## config.mk

```make
export PLATFORM = sky130hd
export DESIGN_NAME = fb_read_server
export DESIGN_NICKNAME = d
export VERILOG_FILES = /design/src/rtl/fb_pkg.sv /design/src/rtl/fb_rw_arbiter.sv /design/src/rtl/fb_read_server.sv
export SDC_FILE = /design/constraint.sdc
export NUM_CORES = 1
export LEC_CHECK = 0
export BUFFER_PORTS_ARGS = -buffer_cell sky130_fd_sc_hd__buf_4
export CAP_MARGIN = 20
export CORE_MARGIN = 3
export CORE_UTILIZATION = 40
export DETAILED_ROUTE_END_ITERATION = 6
export HOLD_SLACK_MARGIN = 0.1
export PLACE_DENSITY = 0.71
export SLEW_MARGIN = 40
export SYNTH_ARGS = -nofsm -noshare
export SYNTH_HDL_FRONTEND = slang
export SYNTH_SLANG_ARGS = --single-unit
```

## constraint.sdc

```tcl
create_clock -name clk -period 1.6 [get_ports clk]
set_input_delay 0.32 -clock clk [delete_from_list [all_inputs] [get_ports clk]]
set_output_delay 0.32 -clock clk [all_outputs]
set_load 0.01 [all_outputs]
```

## src/rtl/fb_pkg.sv

```systemverilog
// Shared frame-buffer types and widths, common to the renderer and the read server.
package fb_pkg;
    localparam int FB_ADDR_W = 16;
    localparam int FB_DATA_W = 16;

    typedef enum logic [1:0] {
        IDLE    = 2'd0,
        RD_WAIT = 2'd1,
        RD_PUSH = 2'd2,
        WR      = 2'd3
    } fb_state_t;
endpackage

```

## src/rtl/fb_rw_arbiter.sv

```systemverilog
// Round-robin grant between display reads and drawing-side writes.
// Keeps one bit of history: which kind was granted last.
module fb_rw_arbiter
    import fb_pkg::*;
(
    input  logic clk,
    input  logic rst,
    input  logic arb_en,
    input  logic rd_elig,
    input  logic wr_elig,
    output logic grant_rd,
    output logic grant_wr
);
    logic favour_wr;

    always_comb begin
        grant_rd = arb_en && rd_elig && (!wr_elig || !favour_wr);
        grant_wr = arb_en && wr_elig && (!rd_elig || favour_wr);
    end

    // After reset reads win a tie; afterwards a tie goes to whichever kind lost last time.
    always_ff @(posedge clk) begin
        if (rst) begin
            favour_wr <= 1'b0;
        end else if (grant_rd) begin
            favour_wr <= 1'b1;
        end else if (grant_wr) begin
            favour_wr <= 1'b0;
        end
    end
endmodule

```

## src/rtl/fb_read_server.sv

```systemverilog
// Frame-buffer responder: address FIFO -> memory read -> data FIFO, plus arbitrated writes.
// FB_TEST_PATTERN_EN: reads skip memory and push the request address back as data.
//
// state   | meaning
// IDLE    | arbitrate between a pending read and a pending write
// RD_WAIT | read issued, counting down memory latency
// RD_PUSH | read word on fb_data_out_wd with wen high
// WR      | write strobe and ack high for one cycle
module fb_read_server
    import fb_pkg::*;
#(
    parameter int RD_LATENCY = 2
)
(
    input  logic                 clk,
    input  logic                 rst,
    input  logic [FB_ADDR_W-1:0] fb_addr_in_rd,
    input  logic                 fb_addr_in_empty,
    output logic                 fb_addr_in_ren,
    output logic [FB_DATA_W-1:0] fb_data_out_wd,
    output logic                 fb_data_out_wen,
    input  logic                 fb_data_out_full,
    input  logic                 wr_req,
    input  logic [FB_ADDR_W-1:0] wr_addr,
    input  logic [FB_DATA_W-1:0] wr_data,
    output logic                 wr_ack,
    output logic [FB_ADDR_W-1:0] mem_addr,
    output logic [FB_DATA_W-1:0] mem_wdata,
    output logic                 mem_we,
    output logic                 mem_re,
    input  logic [FB_DATA_W-1:0] mem_rdata
);
`ifdef FB_TEST_PATTERN_EN
    localparam bit TEST_PATTERN = 1'b1;
`else
    localparam bit TEST_PATTERN = 1'b0;
`endif

    fb_state_t  state;
    logic [2:0] lat_cnt;
    logic       grant_rd;
    logic       grant_wr;

    fb_rw_arbiter u_arb (
        .clk      (clk),
        .rst      (rst),
        .arb_en   (state == IDLE),
        .rd_elig  (!fb_addr_in_empty && !fb_data_out_full),
        .wr_elig  (wr_req),
        .grant_rd (grant_rd),
        .grant_wr (grant_wr)
    );

    always_ff @(posedge clk) begin
        if (rst) begin
            state           <= IDLE;
            lat_cnt         <= 3'd0;
            fb_addr_in_ren  <= 1'b0;
            fb_data_out_wd  <= '0;
            fb_data_out_wen <= 1'b0;
            wr_ack          <= 1'b0;
            mem_addr        <= '0;
            mem_wdata       <= '0;
            mem_we          <= 1'b0;
            mem_re          <= 1'b0;
        end else begin
            fb_addr_in_ren  <= 1'b0;
            fb_data_out_wen <= 1'b0;
            wr_ack          <= 1'b0;
            mem_we          <= 1'b0;
            mem_re          <= 1'b0;
            case (state)
                IDLE: begin
                    if (grant_rd) begin
                        fb_addr_in_ren <= 1'b1;
                        mem_re         <= ~TEST_PATTERN;
                        mem_addr       <= fb_addr_in_rd;
                        lat_cnt        <= 3'(RD_LATENCY);
                        state          <= RD_WAIT;
                    end else if (grant_wr) begin
                        mem_we    <= 1'b1;
                        wr_ack    <= 1'b1;
                        mem_addr  <= wr_addr;
                        mem_wdata <= wr_data;
                        state     <= WR;
                    end
                end
                RD_WAIT: begin
                    // Count starts at the edge the memory sees the strobe, i.e. after the issue cycle.
                    if (!fb_addr_in_ren) begin
                        if (lat_cnt == 3'd1) begin
                            fb_data_out_wd  <= TEST_PATTERN ? mem_addr : mem_rdata;
                            fb_data_out_wen <= 1'b1;
                            state           <= RD_PUSH;
                        end
                        lat_cnt <= lat_cnt - 3'd1;
                    end
                end
                RD_PUSH: state <= IDLE;
                WR:      state <= IDLE;
                default: state <= IDLE;
            endcase
        end
    end
endmodule

```

==> results of run 1 <==
[worst paths after layout]
kind,to,start,cells after the start
min,mem_wdata[1],wr_data[1],3
max,lat_cnt[2],state[0],4
min reg2reg,mem_wdata[10],mem_wdata[10],2
max reg2reg,lat_cnt[2],state[0],4
[stage by stage]
step	worst slack (ps)	util [%]	hold WS, ps
floorplan	110	-	465
global placement	-11.1	56.4	461
detailed placement	20.7	56.5	468
CTS	9.40	59.9	231
global route	36.0	60.0	228
finish	129	60.0	248
[cell usage in the layout (no fill, tap or decap), drive strengths merged, types with 2 or more instances in the layout]
cell type	Yosys	final
ha	2	2
nand3	48	48
nor2	5	5
a22oi	2	2
o21ai	48	48
nor3	2	2
dfxtp	57	57
nor4	3	3
a311oi	16	16
buf	7	134
a21oi	49	49
nor3b	3	3
nand2	3	3
clkbuf	27	10
inv	2	2
clkinv	0	3
a211o	2	2
nand3b	2	2
or3b	2	2
bufinv	0	2
[cell families (layout without fill, tap and decap cells)]
logic type      Yosys count  in the layout  synth area share (%)
flops                    57             57                  44.7
simple gates             73             73                  16.2
buf+inv                  36            152                  10.1
compound gates          123            123                  28.0
fa+ha+maj                 2              2                 0.979
[cell type report]
type | count | area (µm²) | share of cell area (%)
Clock inverter | 6 | 82.6 | 2.27
Sequential cell | 57 | 1140 | 31.4
Multi-Input combinational cell | 198 | 1170 | 32.1
Inverter | 2 | 7.51 | 0.206
Timing Repair Buffer | 134 | 1020 | 28.0
Clock buffer | 10 | 128 | 3.51
Tap cell | 75 | 93.8 | 2.58
[state kept, by name, indices dropped and copies added, names as in the netlist, 2 cells and up]
name	count
fb_data_out_wd	16
lat_cnt	3
state	2
mem_addr	16
mem_wdata	16
[critical path, cell delays in order, from the launching register on]
cell and delay [ps]:
sky130_fd_sc_hd__dfxtp_1 510, sky130_fd_sc_hd__buf_4 200, sky130_fd_sc_hd__and2b_2 370, sky130_fd_sc_hd__nand3b_1 140, sky130_fd_sc_hd__a31oi_1 170
[power breakdown]
group          internal (mW)  switching (mW)
Clock                  0.868           0.557
Sequential              1.55          0.0893
Combinational          0.458           0.507
[per-layer routing]
| metal | vias to the layer above | share of wire [%] | GRT usage (%) |
|---|---|---|---|
| met5 | - | 0 | 0 |
| met4 | 0 | 1.2 | 6.04 |
| met3 | 9 | 6.8 | 6.92 |
| met2 | 92 | 51 | 33.5 |
| met1 | 1238 | 41 | 23.7 |
| li1 | 1302 | - | - |
[timing repair]
action	CTS	global route
gates resized for setup	0	2
setup endpoints to repair	0	20
hold endpoints to repair	0	0
==> tab_implementation.tex, run 1 <==
\begin{tabular}{lr}
\hline
Metric & Value \\
\hline
\multicolumn{2}{l}{\textbf{GRT}} \\
\quad Initial antenna violation count & 0 \\
\quad Total grt overflow & 0 \\
\quad Via count of the first global-routing pass & $\sim$2600 \\
\quad Overall Global Routing Usage & between 10\% and 20\% \\
\quad Largest net degree at the start of global routing & 58 \\
\quad Global-route wire length before repair & 11800 µm \\
\multicolumn{2}{l}{\textbf{Floorplan}} \\
\quad Die Footprint & 7380 µm² \\
\quad Vertical die dimension & 85.9 µm \\
\quad Die Wd & 85.9 µm \\
\quad Placement row count & 28 \\
\quad Initial Util & a little over two fifths \\
\quad Std-Cell Core Area & between 6000 and 7000 µm² \\
\quad I/O pin count & roughly 120 \\
\multicolumn{2}{l}{\textbf{Synth}} \\
\quad Synthesized net count & roughly 360 \\
\quad Count leader, synth & sky130\_fd\_sc\_hd\_\_dfxtp\_1 \\
\quad Post-Syn Area & 2550 µm² \\
\quad Proportion of synthesized chip area in sequential cells & 44.7\% \\
\quad Distinct cells, synth & 37 \\
\quad Post-synth top flop & sky130\_fd\_sc\_hd\_\_dfxtp\_1 \\
\quad Area share of the largest cell type after synthesis & 44.7\% \\
\quad Post-Synthesis Mean Instance Area & 8.78 µm² \\
\quad Cell count after synthesis & 291 \\
\quad Number of register bits inferred by synthesis & 57 \\
\quad Commonest cells in the synthesized netlist & sky130\_fd\_sc\_hd\_\_dfxtp\_1, sky130\_fd\_sc\_hd\_\_a21oi\_1, sky130\_fd\_sc\_hd\_\_nand3\_1 \\
\quad Yosys top cell by area & sky130\_fd\_sc\_hd\_\_dfxtp\_1 \\
\quad Synth async-reset ratio & 0\% \\
\quad Post-synth EDFFs & 0 \\
\quad Number of warnings printed during yosys synthesis & 0 \\
\quad Top cells by area, synth & sky130\_fd\_sc\_hd\_\_dfxtp\_1, sky130\_fd\_sc\_hd\_\_a21oi\_1, sky130\_fd\_sc\_hd\_\_nand3\_1 \\
\multicolumn{2}{l}{\textbf{Clock network}} \\
\quad Clock H-tree levels & 3 \\
\quad Clock-pin slew on the worst setup and hold paths & $\sim$70 ps \\
\quad TritonCTS clock tree & built \\
\quad Worst-case clock buffer depth & 2 \\
\quad Number of buffers inserted to repair setup after CTS & 0 \\
\quad Number of sinks handled by clock tree synthesis & 57 \\
\quad Cell at the root of the clock tree & sky130\_fd\_sc\_hd\_\_clkbuf\_8 \\
\quad Number of buffers inserted by hold repair at cts & 0 \\
\quad Clock Latency Late Sink & around 330 ps \\
\quad Clock buffers created by TritonCTS & 9 \\
\multicolumn{2}{l}{\textbf{Cells and area}} \\
\quad Finished Cell Area & 3640 µm² \\
\quad Number of fill cells in the layout & 580 \\
\quad Synth-to-Final Area Change & 42.4\% \\
\quad Layout Nets & 473 \\
\quad Post-Layout Cell Count & between 400 and 500 \\
\quad Fraction of final layout cells sized beyond drive strength 1 & 39.6\% \\
\quad Ant. Diodes & 0 \\
\multicolumn{2}{l}{\textbf{Detailed routing}} \\
\quad Via density & 5.48 \\
\quad Via count & 2641 \\
\quad First-pass detailed-route iteration total & 4 \\
\quad Wirelength per Cell & between 15 and 20 µm \\
\quad Total wire length after detailed routing & 7460 µm \\
\quad DRC marker count from the first detailed-route iteration & 120 \\
\quad Post-route ant nets & 0 \\
\quad DRC violation count after routing & 0 \\
\multicolumn{2}{l}{\textbf{STA}} \\
\quad Final setup vio count & 0 \\
\quad Max Fclk & 0.680 GHz \\
\quad Unrepaired setup endpoints after global routing & no \\
\quad Minimum clock period after layout & 1470 ps \\
\quad Portion of the clock cycle consumed by the worst path in the final layout & 92.0\% \\
\quad Slew of the pin with the lowest slew margin & 670 ps \\
\quad Final number of max-transition violations & 0 \\
\quad Total negative slack for setup checks & 0 ps \\
\quad Worst max-slew margin expressed relative to the limit & between 50\% and 60\% \\
\quad Final hold violation count & 0 \\
\quad Fin Clk Skew & 5.77 ps \\
\multicolumn{2}{l}{\textbf{Placement}} \\
\quad Post-DP HPWL & 5000 µm \\
\quad Placed Instance Area & 3420 µm² \\
\quad Last weighted congestion value of the routability-driven placer & around 0.74 \\
\quad Number of placed cells counting well taps & 466 \\
\quad Total of buffers placed on input and output ports & about 120 \\
\multicolumn{2}{l}{\textbf{Worst hold path}} \\
\quad Hold/Removal Path Class & in2reg \\
\multicolumn{2}{l}{\textbf{Critical path}} \\
\quad Type of the worst setup path & reg2reg \\
\quad Startpoint kind of the worst setup timing path & register \\
\quad CP Data Arrival Time & about 1700 ps \\
\quad Peak fanout along the critical path & 18 \\
\quad Internal reg-to-reg setup slack & 130 ps \\
\quad Data required time of the critical path & 1850 ps \\
\quad CP Capture Type & register \\
\multicolumn{2}{l}{\textbf{Run status}} \\
\quad Result of the run & completed \\
\multicolumn{2}{l}{\textbf{Run}} \\
\quad Max-cap viol count & 0 \\
\multicolumn{2}{l}{\textbf{Pwr}} \\
\quad Peak supply drop & 0.596 mV \\
\quad Total power of the final layout & around 4.0 mW \\
\quad Pwr per Cell Area & 1110 nW/µm² \\
\quad Lkg Pwr & 1.50 nW \\
\hline
\end{tabular}
Power figures use the tool's default switching activity.
==> run 2: changes to the inputs <==
--- a/config.mk
+++ b/config.mk
@@ -12,7 +12,8 @@
 export DETAILED_ROUTE_END_ITERATION = 6
 export HOLD_SLACK_MARGIN = 0.1
 export PLACE_DENSITY = 0.71
-export SLEW_MARGIN = 40
+export SLEW_MARGIN = 20
 export SYNTH_ARGS = -nofsm -noshare
 export SYNTH_HDL_FRONTEND = slang
+export SYNTH_HIERARCHICAL = 1
 export SYNTH_SLANG_ARGS = --single-unit
==> tab_implementation.tex, run 2 <==
\begin{tabular}{lr}
\hline
Metric & Value \\
\hline
\multicolumn{2}{l}{\textbf{Synth}} \\
\quad Post-Synthesis Mean Instance Area & 9.34 µm² (+6.4\%) \\
\quad Dominant combinational cell family by area after synthesis & compound AO/OA/AOI/OAI gates \\
\quad Number of warnings printed during yosys synthesis & 6 (+6) \\
\quad Distinct cells, synth & 34 (-8.1\%) \\
\quad Post-synthesis share of cell area spent on full adders, half adders and majority gates & 0.993\% (+0.013 points) \\
\quad Fraction of synthesized area in multiplexers & 6.75\% (+6.7 points) \\
\quad Yosys top cell by area & sky130\_fd\_sc\_hd\_\_dfxtp\_1 \\
\quad Area share of and/or/nand/nor cells after synthesis & 14.4\% (-1.8 points) \\
\quad Area share of the largest cell type after synthesis & 45.3\% (+0.60 points) \\
\quad Proportion of synthesized chip area in sequential cells & 45.3\% (+0.60 points) \\
\quad Xor and xnor fraction of the mapped netlist area & 0\% (unchanged) \\
\quad Commonest cells in the synthesized netlist & sky130\_fd\_sc\_hd\_\_dfxtp\_1, sky130\_fd\_sc\_hd\_\_a21oi\_1, sky130\_fd\_sc\_hd\_\_nand2\_1 \\
\quad Top cells by area, synth & sky130\_fd\_sc\_hd\_\_dfxtp\_1, sky130\_fd\_sc\_hd\_\_a21oi\_1, sky130\_fd\_sc\_hd\_\_mux2i\_1 \\
\quad Post-Syn Area & 2520 µm² (-1.3\%) \\
\quad Count leader, synth & sky130\_fd\_sc\_hd\_\_dfxtp\_1 \\
\quad Synthesized net count & 341 (-5.8\%) \\
\quad Number of register bits inferred by synthesis & 57 (unchanged) \\
\quad Cell count after synthesis & 270 (-7.2\%) \\
\quad Post-synth top flop & sky130\_fd\_sc\_hd\_\_dfxtp\_1 \\
\quad Post-synth EDFFs & 0 (unchanged) \\
\quad Synth async-reset ratio & 0\% (unchanged) \\
\quad Compound-gate portion of the synthesized area & 25.7\% (-2.3 points) \\
\multicolumn{2}{l}{\textbf{Detailed routing}} \\
\quad Total wire length after detailed routing & 6740 µm (-9.6\%) \\
\quad Wirelength per Cell & 14.2 µm (-8.4\%) \\
\quad Via count & 2410 (-8.7\%) \\
\quad First-pass detailed-route iteration total & 4 (unchanged) \\
\quad Post-route ant nets & 0 (unchanged) \\
\quad Via density & 5.06 (-7.6\%) \\
\quad DRC violation count after routing & 0 (unchanged) \\
\quad DRC marker count from the first detailed-route iteration & 121 (+0.83\%) \\
\multicolumn{2}{l}{\textbf{Placement}} \\
\quad Post-place setup slack & -141 ps (-162 ps) \\
\quad Number of placed cells counting well taps & 457 (-1.9\%) \\
\quad Last weighted congestion value of the routability-driven placer & 0.736 (-0.23\%) \\
\quad Post-DP HPWL & 4650 µm (-7.0\%) \\
\quad Total of buffers placed on input and output ports & 121 (unchanged) \\
\multicolumn{2}{l}{\textbf{Cells and area}} \\
\quad Synth-to-Final Area Change & 56.8\% \\
\quad Ant. Diodes & 0 (unchanged) \\
\quad Most common cell after layout, fill and taps aside & sky130\_fd\_sc\_hd\_\_buf\_4 \\
\quad Biggest registers after layout & fb\_data\_out\_wd x16, mem\_addr x16, mem\_wdata x16 \\
\quad Post-Layout Cell Count & 476 (-1.2\%) \\
\quad Combined area of the multi-input logic cells & 1340 µm² (+15\%) \\
\quad Top library cells by usage in the layout, fill and taps aside & sky130\_fd\_sc\_hd\_\_buf\_4, sky130\_fd\_sc\_hd\_\_dfxtp\_1, sky130\_fd\_sc\_hd\_\_a21oi\_1 \\
\quad Layout Nets & 467 (-1.3\%) \\
\quad Fraction of final layout cells sized beyond drive strength 1 & 55.1\% (+16 points) \\
\quad Number of fill cells in the layout & 500 (-14\%) \\
\quad Sequential standard cell area & 1140 µm² (+0.22\%) \\
\multicolumn{2}{l}{\textbf{Clock network}} \\
\quad Clock Latency Late Sink & 330 ps (about the same) \\
\quad Number of buffers inserted by hold repair at cts & 0 (unchanged) \\
\quad TritonCTS clock tree & built \\
\quad Clock-pin slew on the worst setup and hold paths & 70 ps (about the same) \\
\quad Clock buffers created by TritonCTS & 9 (unchanged) \\
\quad Number of sinks handled by clock tree synthesis & 57 (unchanged) \\
\quad Clock H-tree levels & 3 (unchanged) \\
\quad Worst-case clock buffer depth & 2 (unchanged) \\
\quad Cell at the root of the clock tree & sky130\_fd\_sc\_hd\_\_clkbuf\_8 \\
\multicolumn{2}{l}{\textbf{Worst hold path}} \\
\quad Hold/Removal Path Class & in2reg \\
\multicolumn{2}{l}{\textbf{Pwr}} \\
\quad Lkg Pwr & 1.67 nW (+11\%) \\
\quad Total power of the final layout & 4.76 mW (+18\%) \\
\quad Peak supply drop & 0.650 mV (+9.0\%) \\
\quad Pwr per Cell Area & 1200 nW/µm² (+8.6\%) \\
\multicolumn{2}{l}{\textbf{Critical path}} \\
\quad CP Data Arrival Time & 1830 ps (+110 ps) \\
\quad Capture point of the critical path & mem\_wdata[15] \\
\quad Peak fanout along the critical path & 5 (-13) \\
\quad CP Capture Type & register \\
\quad Data required time of the critical path & 1800 ps (-50 ps) \\
\quad Critical register-to-register path startpoint & state[0] \\
\quad Type of the worst setup path & reg2reg \\
\quad Internal reg-to-reg setup slack & -30 ps (-160 ps) \\
\quad Startpoint kind of the worst setup timing path & register \\
\quad Capturing point of the worst reg2reg path & mem\_wdata[15] \\
\quad Cell depth of the worst flop-to-flop path & 7 (+3) \\
\quad Worst setup path startpoint & state[0] \\
\multicolumn{2}{l}{\textbf{Floorplan}} \\
\quad Die Wd & 85.4 µm (-0.62\%) \\
\quad Placement row count & 28 (unchanged) \\
\quad Vertical die dimension & 85.4 µm (-0.62\%) \\
\quad I/O pin count & 122 (unchanged) \\
\quad Initial Util & 41.8\% (-0.32 points) \\
\quad Std-Cell Core Area & 6030 µm² (-0.58\%) \\
\quad Die Footprint & 7290 µm² (-1.2\%) \\
\multicolumn{2}{l}{\textbf{GRT}} \\
\quad Total grt overflow & 0 (unchanged) \\
\quad Initial antenna violation count & 0 (unchanged) \\
\quad Via count of the first global-routing pass & 2364 (-8.1\%) \\
\quad Global-route wire length before repair & 10900 µm (-8.1\%) \\
\quad GR peak layer & met2 \\
\quad GR Layer Usage met3 & 4.56\% (-2.4 points) \\
\quad Overall Global Routing Usage & 18.5\% (-1.3 points) \\
\quad Met2 layer usage reported by global route & 31.6\% (-1.9 points) \\
\quad Met1 track demand over resource in global routing & 22.5\% (-1.2 points) \\
\quad Largest net degree at the start of global routing & 45 (-22\%) \\
\multicolumn{2}{l}{\textbf{STA}} \\
\quad Final hold violation count & 0 (unchanged) \\
\quad Portion of the clock cycle consumed by the worst path in the final layout & 102\% (+9.7 points) \\
\quad Post-Route Hold Slack & 239 ps (-9.44 ps) \\
\quad Minimum clock period after layout & 1630 ps (+155 ps) \\
\quad Final number of max-transition violations & 0 (unchanged) \\
\quad Slew of the pin with the lowest slew margin & 552 ps (-119 ps) \\
\quad Unrepaired setup endpoints after global routing & yes \\
\quad Fin Clk Skew & 4.54 ps (-1.23 ps) \\
\quad Worst max-slew margin expressed relative to the limit & 63.2\% (+8.0 points) \\
\quad Total negative slack for setup checks & -145 ps (-145 ps) \\
\quad Final setup slack of the worst path & -26.5 ps (-155 ps) \\
\quad Final setup vio count & 14 (+14) \\
\quad Max Fclk & 0.615 GHz (-9.5\%) \\
\multicolumn{2}{l}{\textbf{Run status}} \\
\quad Violated checks & negative setup slack \\
\quad Result of the run & finished with violations \\
\multicolumn{2}{l}{\textbf{Run}} \\
\quad Max-cap viol count & 0 (unchanged) \\
\hline
\end{tabular}
run 2: metal layers:
layer  vias up  wire length (µm)  share of wire [%]
met3         9               348                5.2
met2        65              3630                 54
met5         -                 0                  0
met4         0                94                1.4
li1       1208                 -                  -
met1      1128              2670                 40
run 2: kinds of logic after synthesis:
family	Yosys count
mux	17
buf+inv	30
simple gates	73
compound gates	91
fa+ha+maj	2
flops	57
run 2: how the worst min path moves through the flow:
stage | startpoint | endpoint | slack [ps] | cells past startpoint
after floorplan | rst | u_arb/favour_wr | 400 | 1
after global placement | mem_wdata[2] | mem_wdata[2] | 440 | 2
after detailed placement | mem_wdata[15] | mem_wdata[15] | 450 | 2
after CTS | wr_data[10] | mem_wdata[10] | 230 | 3
after global routing | wr_data[6] | mem_wdata[6] | 230 | 3
final | wr_data[5] | mem_wdata[5] | 240 | 3
run 2: final cells by class:
class,count,share of cell area (%)
multi-input combinational,183,33.9
clock buffer,12,4.18
tap,75,2.37
sequential,57,28.9
inverter,3,0.285
clock inverter,4,1.27
timing repair buffer,142,29.0
run 2: per-stage QoR:
| step | util, % | cell area (µm²) |
|---|---|---|
| 2_1_floorplan | - | 2580 |
| 5_1_grt | 65.6 | 3950 |
| 3_3_place_gp | 59.4 | 3580 |
| 6_report | 65.6 | 3950 |
| 4_1_cts | 64.5 | 3890 |
| 3_5_place_dp | 59.4 | 3580 |
run 2: what timing repair did:
action                     in CTS  in global routing
gates resized for setup        29                 11
pin swaps                      24                  4
setup buffers                   1                  1
gates cloned                    2                  0
setup endpoints to repair      16                 32
run 2: critical path, stage by stage, from the launching register on:
cell and delay (ps):
sky130_fd_sc_hd__dfxtp_2 330, sky130_fd_sc_hd__nor2_4 150, sky130_fd_sc_hd__nand2_2 90, sky130_fd_sc_hd__a21oi_4 140, sky130_fd_sc_hd__or4b_4 520, sky130_fd_sc_hd__buf_6 160
sky130_fd_sc_hd__nand2_2 60, sky130_fd_sc_hd__a21oi_2 40
run 2: power breakdown:
| part | switching [mW] | internal (mW) |
|---|---|---|
| sequential | 0.124 | 1.61 |
| combinational | 0.801 | 0.816 |
| clock | 0.564 | 0.843 |
